File: src/rtl/multicycle_control_unit.sv
// rtl/multicycle_control_unit.sv - control FSM sequencing a multicycle RISC-V datapath
//
// Purpose: decodes the opcode held in the IR and issues per-cycle datapath
// strobes for fetch, decode, execute, memory and writeback phases. Memory
// accesses wait on i_mem_ready with a bounded wait; unsupported encodings and
// memory timeouts end in a sticky TRAP state.
//
// Ports:
//   i_clk, i_rst_n                 clock (rising edge), async active-low reset
//   i_opcode, i_funct3, i_funct7_5 instruction fields from the IR
//   i_zero                         ALU result is zero
//   i_mem_ready                    memory completes the current access
//   o_reset_wire                   datapath synchronous clear
//   o_pc_write, o_pc_src           PC load enable / next-PC select
//   o_ir_write, o_target_write     IR / branch-target register load enables
//   o_mem_rd, o_mem_wr, o_addr_sel memory request strobes / address select
//   o_reg_write, o_wb_sel          register-file write enable / writeback select
//   o_alu_src_a, o_alu_src_b       ALU operand selects
//   o_operacao                     ALU operation
//   o_halted, o_state_dbg          trap indicator / current state encoding

module multicycle_control_unit #(
  parameter int WAIT_MAX = 15,
  parameter int CNT_W    = 4
) (
  input  logic       i_clk,
  input  logic       i_rst_n,
  input  logic [6:0] i_opcode,
  input  logic [2:0] i_funct3,
  input  logic       i_funct7_5,
  input  logic       i_zero,
  input  logic       i_mem_ready,
  output logic       o_reset_wire,
  output logic       o_pc_write,
  output logic       o_pc_src,
  output logic       o_ir_write,
  output logic       o_target_write,
  output logic       o_mem_rd,
  output logic       o_mem_wr,
  output logic       o_addr_sel,
  output logic       o_reg_write,
  output logic [1:0] o_wb_sel,
  output logic [1:0] o_alu_src_a,
  output logic [1:0] o_alu_src_b,
  output logic [2:0] o_operacao,
  output logic       o_halted,
  output logic [3:0] o_state_dbg
);

  typedef enum logic [3:0] {
    S_RESET  = 4'd0,
    S_FETCH  = 4'd1,
    S_DECODE = 4'd2,
    S_EXEC   = 4'd3,
    S_ALU_WB = 4'd4,
    S_ADDR   = 4'd5,
    S_MEM_RD = 4'd6,
    S_LD_WB  = 4'd7,
    S_MEM_WR = 4'd8,
    S_BRANCH = 4'd9,
    S_JUMP   = 4'd10,
    S_TRAP   = 4'd11
  } state_t;

  localparam logic [6:0] OP_R      = 7'b0110011;
  localparam logic [6:0] OP_I      = 7'b0010011;
  localparam logic [6:0] OP_LUI    = 7'b0110111;
  localparam logic [6:0] OP_LOAD   = 7'b0000011;
  localparam logic [6:0] OP_STORE  = 7'b0100011;
  localparam logic [6:0] OP_BRANCH = 7'b1100011;
  localparam logic [6:0] OP_JAL    = 7'b1101111;

  localparam logic [2:0] ALU_NONE = 3'b000;
  localparam logic [2:0] ALU_ADD  = 3'b001;
  localparam logic [2:0] ALU_SUB  = 3'b010;
  localparam logic [2:0] ALU_AND  = 3'b011;
  localparam logic [2:0] ALU_OR   = 3'b100;
  localparam logic [2:0] ALU_XOR  = 3'b101;
  localparam logic [2:0] ALU_SLT  = 3'b110;

  // Count value seen in the last allowed waiting cycle.
  localparam logic [CNT_W-1:0] LP_WAIT_LAST = (WAIT_MAX > 0) ? CNT_W'(WAIT_MAX - 1) : '0;
  localparam bit               LP_TIMEOUT_EN = (WAIT_MAX > 0);

  state_t           r_state;
  state_t           w_next;
  logic [CNT_W-1:0] r_wait_cnt;

  logic w_is_r, w_is_i, w_is_lui, w_is_load, w_is_store, w_is_branch, w_is_jal;
  logic w_f3_alu_ok;
  logic w_mem_state;
  logic w_timeout;
  logic [2:0] w_alu_op;

  assign w_is_r      = (i_opcode == OP_R);
  assign w_is_i      = (i_opcode == OP_I);
  assign w_is_lui    = (i_opcode == OP_LUI);
  assign w_is_load   = (i_opcode == OP_LOAD);
  assign w_is_store  = (i_opcode == OP_STORE);
  assign w_is_branch = (i_opcode == OP_BRANCH);
  assign w_is_jal    = (i_opcode == OP_JAL);

  assign w_f3_alu_ok = (i_funct3 == 3'b000) || (i_funct3 == 3'b010) || (i_funct3 == 3'b100) ||
                       (i_funct3 == 3'b110) || (i_funct3 == 3'b111);

  assign w_mem_state = (r_state == S_FETCH) || (r_state == S_MEM_RD) || (r_state == S_MEM_WR);

  // A ready in the final waiting cycle still completes the access.
  assign w_timeout = LP_TIMEOUT_EN && w_mem_state && !i_mem_ready && (r_wait_cnt == LP_WAIT_LAST);

  // funct7_5 selects subtract only for register-register ops; addi ignores it.
  always_comb begin
    w_alu_op = ALU_NONE;
    case (i_funct3)
      3'b000:  w_alu_op = (w_is_r && i_funct7_5) ? ALU_SUB : ALU_ADD;
      3'b010:  w_alu_op = ALU_SLT;
      3'b100:  w_alu_op = ALU_XOR;
      3'b110:  w_alu_op = ALU_OR;
      3'b111:  w_alu_op = ALU_AND;
      default: w_alu_op = ALU_NONE;
    endcase
  end

  always_comb begin
    w_next = r_state;
    case (r_state)
      S_RESET:  w_next = S_FETCH;
      S_FETCH: begin
        if (i_mem_ready)    w_next = S_DECODE;
        else if (w_timeout) w_next = S_TRAP;
      end
      S_DECODE: begin
        if (w_is_r || w_is_i)            w_next = w_f3_alu_ok ? S_EXEC : S_TRAP;
        else if (w_is_lui)               w_next = S_EXEC;
        else if (w_is_load || w_is_store) w_next = S_ADDR;
        else if (w_is_branch)            w_next = S_BRANCH;
        else if (w_is_jal)               w_next = S_JUMP;
        else                             w_next = S_TRAP;
      end
      S_EXEC:   w_next = S_ALU_WB;
      S_ALU_WB: w_next = S_FETCH;
      S_ADDR:   w_next = w_is_load ? S_MEM_RD : S_MEM_WR;
      S_MEM_RD: begin
        if (i_mem_ready)    w_next = S_LD_WB;
        else if (w_timeout) w_next = S_TRAP;
      end
      S_LD_WB:  w_next = S_FETCH;
      S_MEM_WR: begin
        if (i_mem_ready)    w_next = S_FETCH;
        else if (w_timeout) w_next = S_TRAP;
      end
      S_BRANCH: w_next = (i_funct3[2:1] == 2'b00) ? S_FETCH : S_TRAP;
      S_JUMP:   w_next = S_FETCH;
      S_TRAP:   w_next = S_TRAP;
      default:  w_next = S_TRAP;
    endcase
  end

  // Any state change clears the wait count, so every memory state is entered
  // with a fresh budget; it only advances while a request is left pending.
  always_ff @(posedge i_clk or negedge i_rst_n) begin
    if (!i_rst_n) begin
      r_state    <= S_RESET;
      r_wait_cnt <= '0;
    end else begin
      r_state <= w_next;
      if (w_next != r_state)
        r_wait_cnt <= '0;
      else if (w_mem_state && !i_mem_ready)
        r_wait_cnt <= r_wait_cnt + 1'b1;
    end
  end

  // Strobes decode from the registered state so an asynchronous reset
  // removes any in-flight request in the same instant.
  always_comb begin
    o_reset_wire   = 1'b0;
    o_pc_write     = 1'b0;
    o_pc_src       = 1'b0;
    o_ir_write     = 1'b0;
    o_target_write = 1'b0;
    o_mem_rd       = 1'b0;
    o_mem_wr       = 1'b0;
    o_addr_sel     = 1'b0;
    o_reg_write    = 1'b0;
    o_wb_sel       = 2'b00;
    o_alu_src_a    = 2'b00;
    o_alu_src_b    = 2'b00;
    o_operacao     = ALU_NONE;
    o_halted       = 1'b0;
    case (r_state)
      S_RESET: o_reset_wire = 1'b1;
      S_FETCH: begin
        o_mem_rd    = 1'b1;
        o_alu_src_b = 2'b01;
        o_operacao  = ALU_ADD;
        o_ir_write  = i_mem_ready;
        o_pc_write  = i_mem_ready;
      end
      S_DECODE: begin
        o_alu_src_a    = 2'b10;
        o_alu_src_b    = 2'b10;
        o_operacao     = ALU_ADD;
        o_target_write = 1'b1;
      end
      S_EXEC: begin
        if (w_is_lui) begin
          o_alu_src_a = 2'b11;
          o_alu_src_b = 2'b10;
          o_operacao  = ALU_ADD;
        end else begin
          o_alu_src_a = 2'b01;
          o_alu_src_b = w_is_r ? 2'b00 : 2'b10;
          o_operacao  = w_alu_op;
        end
      end
      S_ALU_WB: o_reg_write = 1'b1;
      S_ADDR: begin
        o_alu_src_a = 2'b01;
        o_alu_src_b = 2'b10;
        o_operacao  = ALU_ADD;
      end
      S_MEM_RD: begin
        o_mem_rd   = 1'b1;
        o_addr_sel = 1'b1;
      end
      S_LD_WB: begin
        o_reg_write = 1'b1;
        o_wb_sel    = 2'b01;
      end
      S_MEM_WR: begin
        o_mem_wr   = 1'b1;
        o_addr_sel = 1'b1;
      end
      S_BRANCH: begin
        o_alu_src_a = 2'b01;
        o_operacao  = ALU_SUB;
        o_pc_src    = 1'b1;
        if (i_funct3 == 3'b000)      o_pc_write = i_zero;
        else if (i_funct3 == 3'b001) o_pc_write = !i_zero;
      end
      S_JUMP: begin
        o_pc_write  = 1'b1;
        o_pc_src    = 1'b1;
        o_reg_write = 1'b1;
        o_wb_sel    = 2'b10;
      end
      S_TRAP:  o_halted = 1'b1;
      default: o_halted = 1'b1;
    endcase
  end

  assign o_state_dbg = r_state;

endmodule

File: config.mk
export PLATFORM = sky130hd
export DESIGN_NAME = multicycle_control_unit
export DESIGN_NICKNAME = d
export VERILOG_FILES = /design/src/rtl/multicycle_control_unit.sv
export SDC_FILE = /design/constraint.sdc
export NUM_CORES = 1
export LEC_CHECK = 0
export CORE_MARGIN = 5
export CORE_UTILIZATION = 45
export CTS_CLUSTER_DIAMETER = 40
export DETAILED_ROUTE_END_ITERATION = 7
export GPL_TIMING_DRIVEN = 0
export PLACE_DENSITY = 0.82
export SLEW_MARGIN = 20
export SYNTH_ARGS = -nofsm -noshare
export SYNTH_HDL_FRONTEND = slang
export SYNTH_SLANG_ARGS = --single-unit
export TNS_END_PERCENT = 30
File: constraint.sdc
create_clock -name i_clk -period 2.55 [get_ports i_clk]
set_clock_uncertainty 0.05 [all_clocks]
set_input_delay 0.255 -clock i_clk [delete_from_list [all_inputs] [get_ports i_clk]]
set_output_delay 0.255 -clock i_clk [all_outputs]
set_load 0.03 [all_outputs]
==> reports/results.txt <==
The transition time at the pin with the least slew margin works out to 672.3 ps. The tightest min-delay check is of the in2async type. The number of vias per cell after detailed routing is 6.178, and the sequential power share is 10.2%. The final period utilization was 97.53%.

Per report_power, the combinational group accounts for 84.6% of the total. Hold repair after CTS inserted 0 buffers. After clock tree synthesis, the clock-pin slew on the worst setup and hold paths is 50 ps. The highest clock frequency the design can meet came out at 0.4021 GHz.

The tools report the kind of end point of the critical path as a primary output. The tools report the critical path required time as 2250 ps. For the overall via count from detail_route, the log shows 1,421. The tree is rooted in a clkbuf_4. The top cell type by area accounts for 18.02% of the synthesized area. The run gives 38 as the top-level port count. The multi-input combinational cells in the finished layout cover a total of 848.3 um^2. The final cell count without fillers was 230; the number of nets still failing antenna checks after routing was 0.

The count of antenna diodes in the layout came out at 0. The run gives 2410 um^2 as the area of the core region. The net count of the finished layout is 219. Routability-driven placement finished with a final weighted congestion of 0.8723. Clock period minus final worst setup slack: 2487 ps. Adding up every negative setup slack in the final design gives 0 ps. The tools report the number of H-tree levels as 1.

The slowest stage of the critical path is the clkdlybuf4s50_1 cell. Traced cell by cell, the critical path runs through clkdlybuf4s50_1 > nand4bb_4 > nor3b_2 > a21oi_1 > o31a_1 > o22ai_1 > clkdlybuf4s15_1. The tools report the count of routing violations after the opening detailed-route iteration as 68.

The most instantiated flip-flop cell in the synthesis netlist was dfrtp_1. After detailed routing, the number of remaining DRC violations is 0. Counting the buffers created by CTS gives 3. Headroom to the max-slew limit: 54.61%. The die covers 3563 um^2. The tools report the endpoint of the worst register-to-register path as r_wait_cnt[1]. The synthesis warning total came out at 0. STA classifies the critical path startpoint as a primary input. The final count of hold timing violations was 0; the max-cap violation count was 0.

Power per unit of standard cell area: 1224 nW/um^2. Average cell area after synthesis: 6.944 um^2. The flip-flop and latch count after synthesis was 8.

For this run the aggregate overflow at the end of global routing stands at 0. In this run the horizontal extent of the chip is 59.69 um. The share of flip-flops with an asynchronous set or reset after synthesis was 100.0%. The via count of the first global-routing pass is 1,404, and the setup slack on the worst flop-to-flop path is 360 ps. The clock group share of total power came out at 5.2%. The internal portion of total power is 0.7915 mW. The routed wirelength normalized by instance count was 16.04 um; the global-route total usage across every layer was 21.25%. The library cells used most frequently in the layout, excluding fill and tap cells, are clkdlybuf4s50_1 (23), nand2_1 (15), nor2_1 (13). In this run the deepest clock path goes through 2 buffers. The wire length of the first global-routing pass was 5934 um. The largest total area in the synthesized netlist belongs to dfrtp_1. In this run the critical register-to-register path is launched from o_state_dbg[2].

For the final setup violation count, the log shows 0. Vertical extent of the die: 59.69 um. Fill cells in the final layout number 223. In this design, the stage delay of the slowest critical-path cell is 490 ps. Synthesis produced a netlist whose cell count is 160. In this run the core area contains 18 standard-cell rows.

The run finished with clean final reports. The number of synthesized flops with an enable pin works out to 0. The count of buffers from port buffering works out to 36. The run gives 11 as the pin count of the biggest net entering global routing.

The library cell used most frequently in the layout, excluding fill and tap cells, is clkdlybuf4s50_1. Worst-path maximum fanout: 4. Counting distinct cell types in the post-synthesis netlist gives 51.

In the final layout, flip-flops and latches occupy 200.2 um^2. The clock drives 8 sinks. The analysis attributes to cell leakage a power of 0.7253 nW. VDD sags by at most 0.001077 V. After synthesis the cells add up to 1111 um^2. In the final layout, the share of cells above drive strength 1 is 10.50%.

The arrival time at the worst endpoint was 2180 ps; the switching share of power was 58.87%. Worst reg-to-reg path cell count: 6. The net switching power was 1.133 mW. For the effective utilization at floorplan, the log shows 46.11%. From synthesis to final layout, the design area changed by 41.44%. Initial antenna violation count: 0. Clock latency on the worst-skew pair, taken at its later pin, is 260 ps. Once placement completed, the tool counted placed cells totaling 226.

Detailed placement finished with a half-perimeter wire length of 2791 um. The logs give 3689 um for the total routed wirelength and 4 for the number of detailed-routing iterations run before antenna repair. TritonCTS built the clock tree. For the sequential-to-total area share from yosys stat, the log shows 18.02%. By area the synthesized netlist is led by dfrtp_1 (18%), a21oi_1 (5.4%), nand2_1 (5.1%), nor2_1 (4.4%), nand3_1 (4.1%). The critical path class is in2out. Counting every net in the synthesized netlist gives 177. Max-slew violation total from the final report: 0.
per-stage QoR:
step	setup slack, ps	utilization (%)	hold slack (ps)	area, um^2	power, mW
2_1_floorplan	141.9	-	-90.59	1111	1.298
3_3_place_gp	-314.1	62.62	505.6	1509	1.812
3_5_place_dp	-359.9	62.62	505.6	1509	1.837
4_1_cts	-4.538	63.76	237.4	1536	1.898
5_1_grt	-5.544	65.21	239.8	1572	2.034
6_report	62.92	65.21	220.1	1572	1.924
cells in the mapped netlist, types with 2 or more instances:
| cell type | instances |
|---|---|
| inv_1 | 7 |
| ha_1 | 2 |
| o211ai_1 | 2 |
| nor4_1 | 6 |
| inv_2 | 2 |
| nor3_1 | 5 |
| a21o_1 | 2 |
| nand4_1 | 2 |
| a31oi_1 | 5 |
| dfrtp_1 | 8 |
| nand2_1 | 15 |
| nor2_1 | 13 |
| xnor2_1 | 3 |
| o22ai_1 | 2 |
| o21ai_1 | 5 |
| nand3_1 | 9 |
| nor2b_1 | 2 |
| clkbuf_1 | 7 |
| xor2_1 | 2 |
| a211oi_1 | 3 |
| buf_2 | 3 |
| a311oi_2 | 2 |
| nand4bb_1 | 2 |
| and2_1 | 2 |
| a21oi_1 | 12 |
| mux2i_1 | 2 |
| and3_1 | 3 |
| o21ai_0 | 3 |
| nand2b_1 | 7 |
registers in the layout, indices dropped and copies added, names as in the netlist:
register	count
o_state_dbg	4
r_wait_cnt	4
power by group through the flow:
stage | Clock [mW] | Combinational (mW) | Sequential, mW
final | 0.0999 | 1.63 | 0.197
after global routing | 0.111 | 1.72 | 0.199
after CTS | 0.0978 | 1.61 | 0.195
after detailed placement | 0 | 1.64 | 0.198
after global placement | 0 | 1.62 | 0.195
after floorplan | 0 | 1.04 | 0.255
cell type report:
cell class	count	area share, %
buffer	12	3.901
multi-input combinational	131	53.98
tap	30	2.389
timing repair buffer	37	23.41
inverter	9	2.150
clock buffer	3	1.433
sequential	8	12.74
metal layers:
| layer | vias to the layer above | GRT usage (%) | part of all wire, % | wire, um |
|---|---|---|---|---|
| met2 | 82 | 37.19 | 48 | 1771 |
| met4 | 0 | 12.03 | 3.3 | 122 |
| met3 | 13 | 3.456 | 9.2 | 339 |
| li1 | 680 | - | - | - |
| met1 | 646 | 24.11 | 39 | 1455 |
| met5 | - | 0 | 0 | 0 |
critical path, delay by kind of cell:
family,cells,cell delay [ps]
and+or+nand+nor,2,560
AOI/OAI and AO/OA,3,480
buffers and inverters,2,880
cells by family (layout without fill, tap and decap cells):
family	Yosys count	after routing	share of synthesized area [%]
XOR/XNOR	5	5	3.942
buffers and inverters	21	61	8.108
multiplexers	2	2	1.802
AND/OR/NAND/NOR	75	75	37.28
AO/OA/AOI/OAI	47	47	28.60
flip-flops	8	8	18.02
adder cells (fa/ha/maj)	2	2	2.252
timing repair:
item / CTS / global route
buffers inserted: 0 / 1
gates resized for setup: 13 / 12
pin swaps: 0 / 1
setup endpoints to repair: 12 / 10
worst max-delay path by stage:
stage / start / cells past startpoint / to
floorplan: o_state_dbg[0] / 6 / r_wait_cnt[0]
global placement: i_opcode[6] / 7 / o_operacao[1]
detailed placement: i_opcode[6] / 7 / o_operacao[1]
CTS: i_opcode[6] / 7 / o_operacao[1]
global route: i_opcode[6] / 7 / o_operacao[1]
finish: i_opcode[6] / 7 / o_operacao[1]
(Power assumes the default switching activity.)
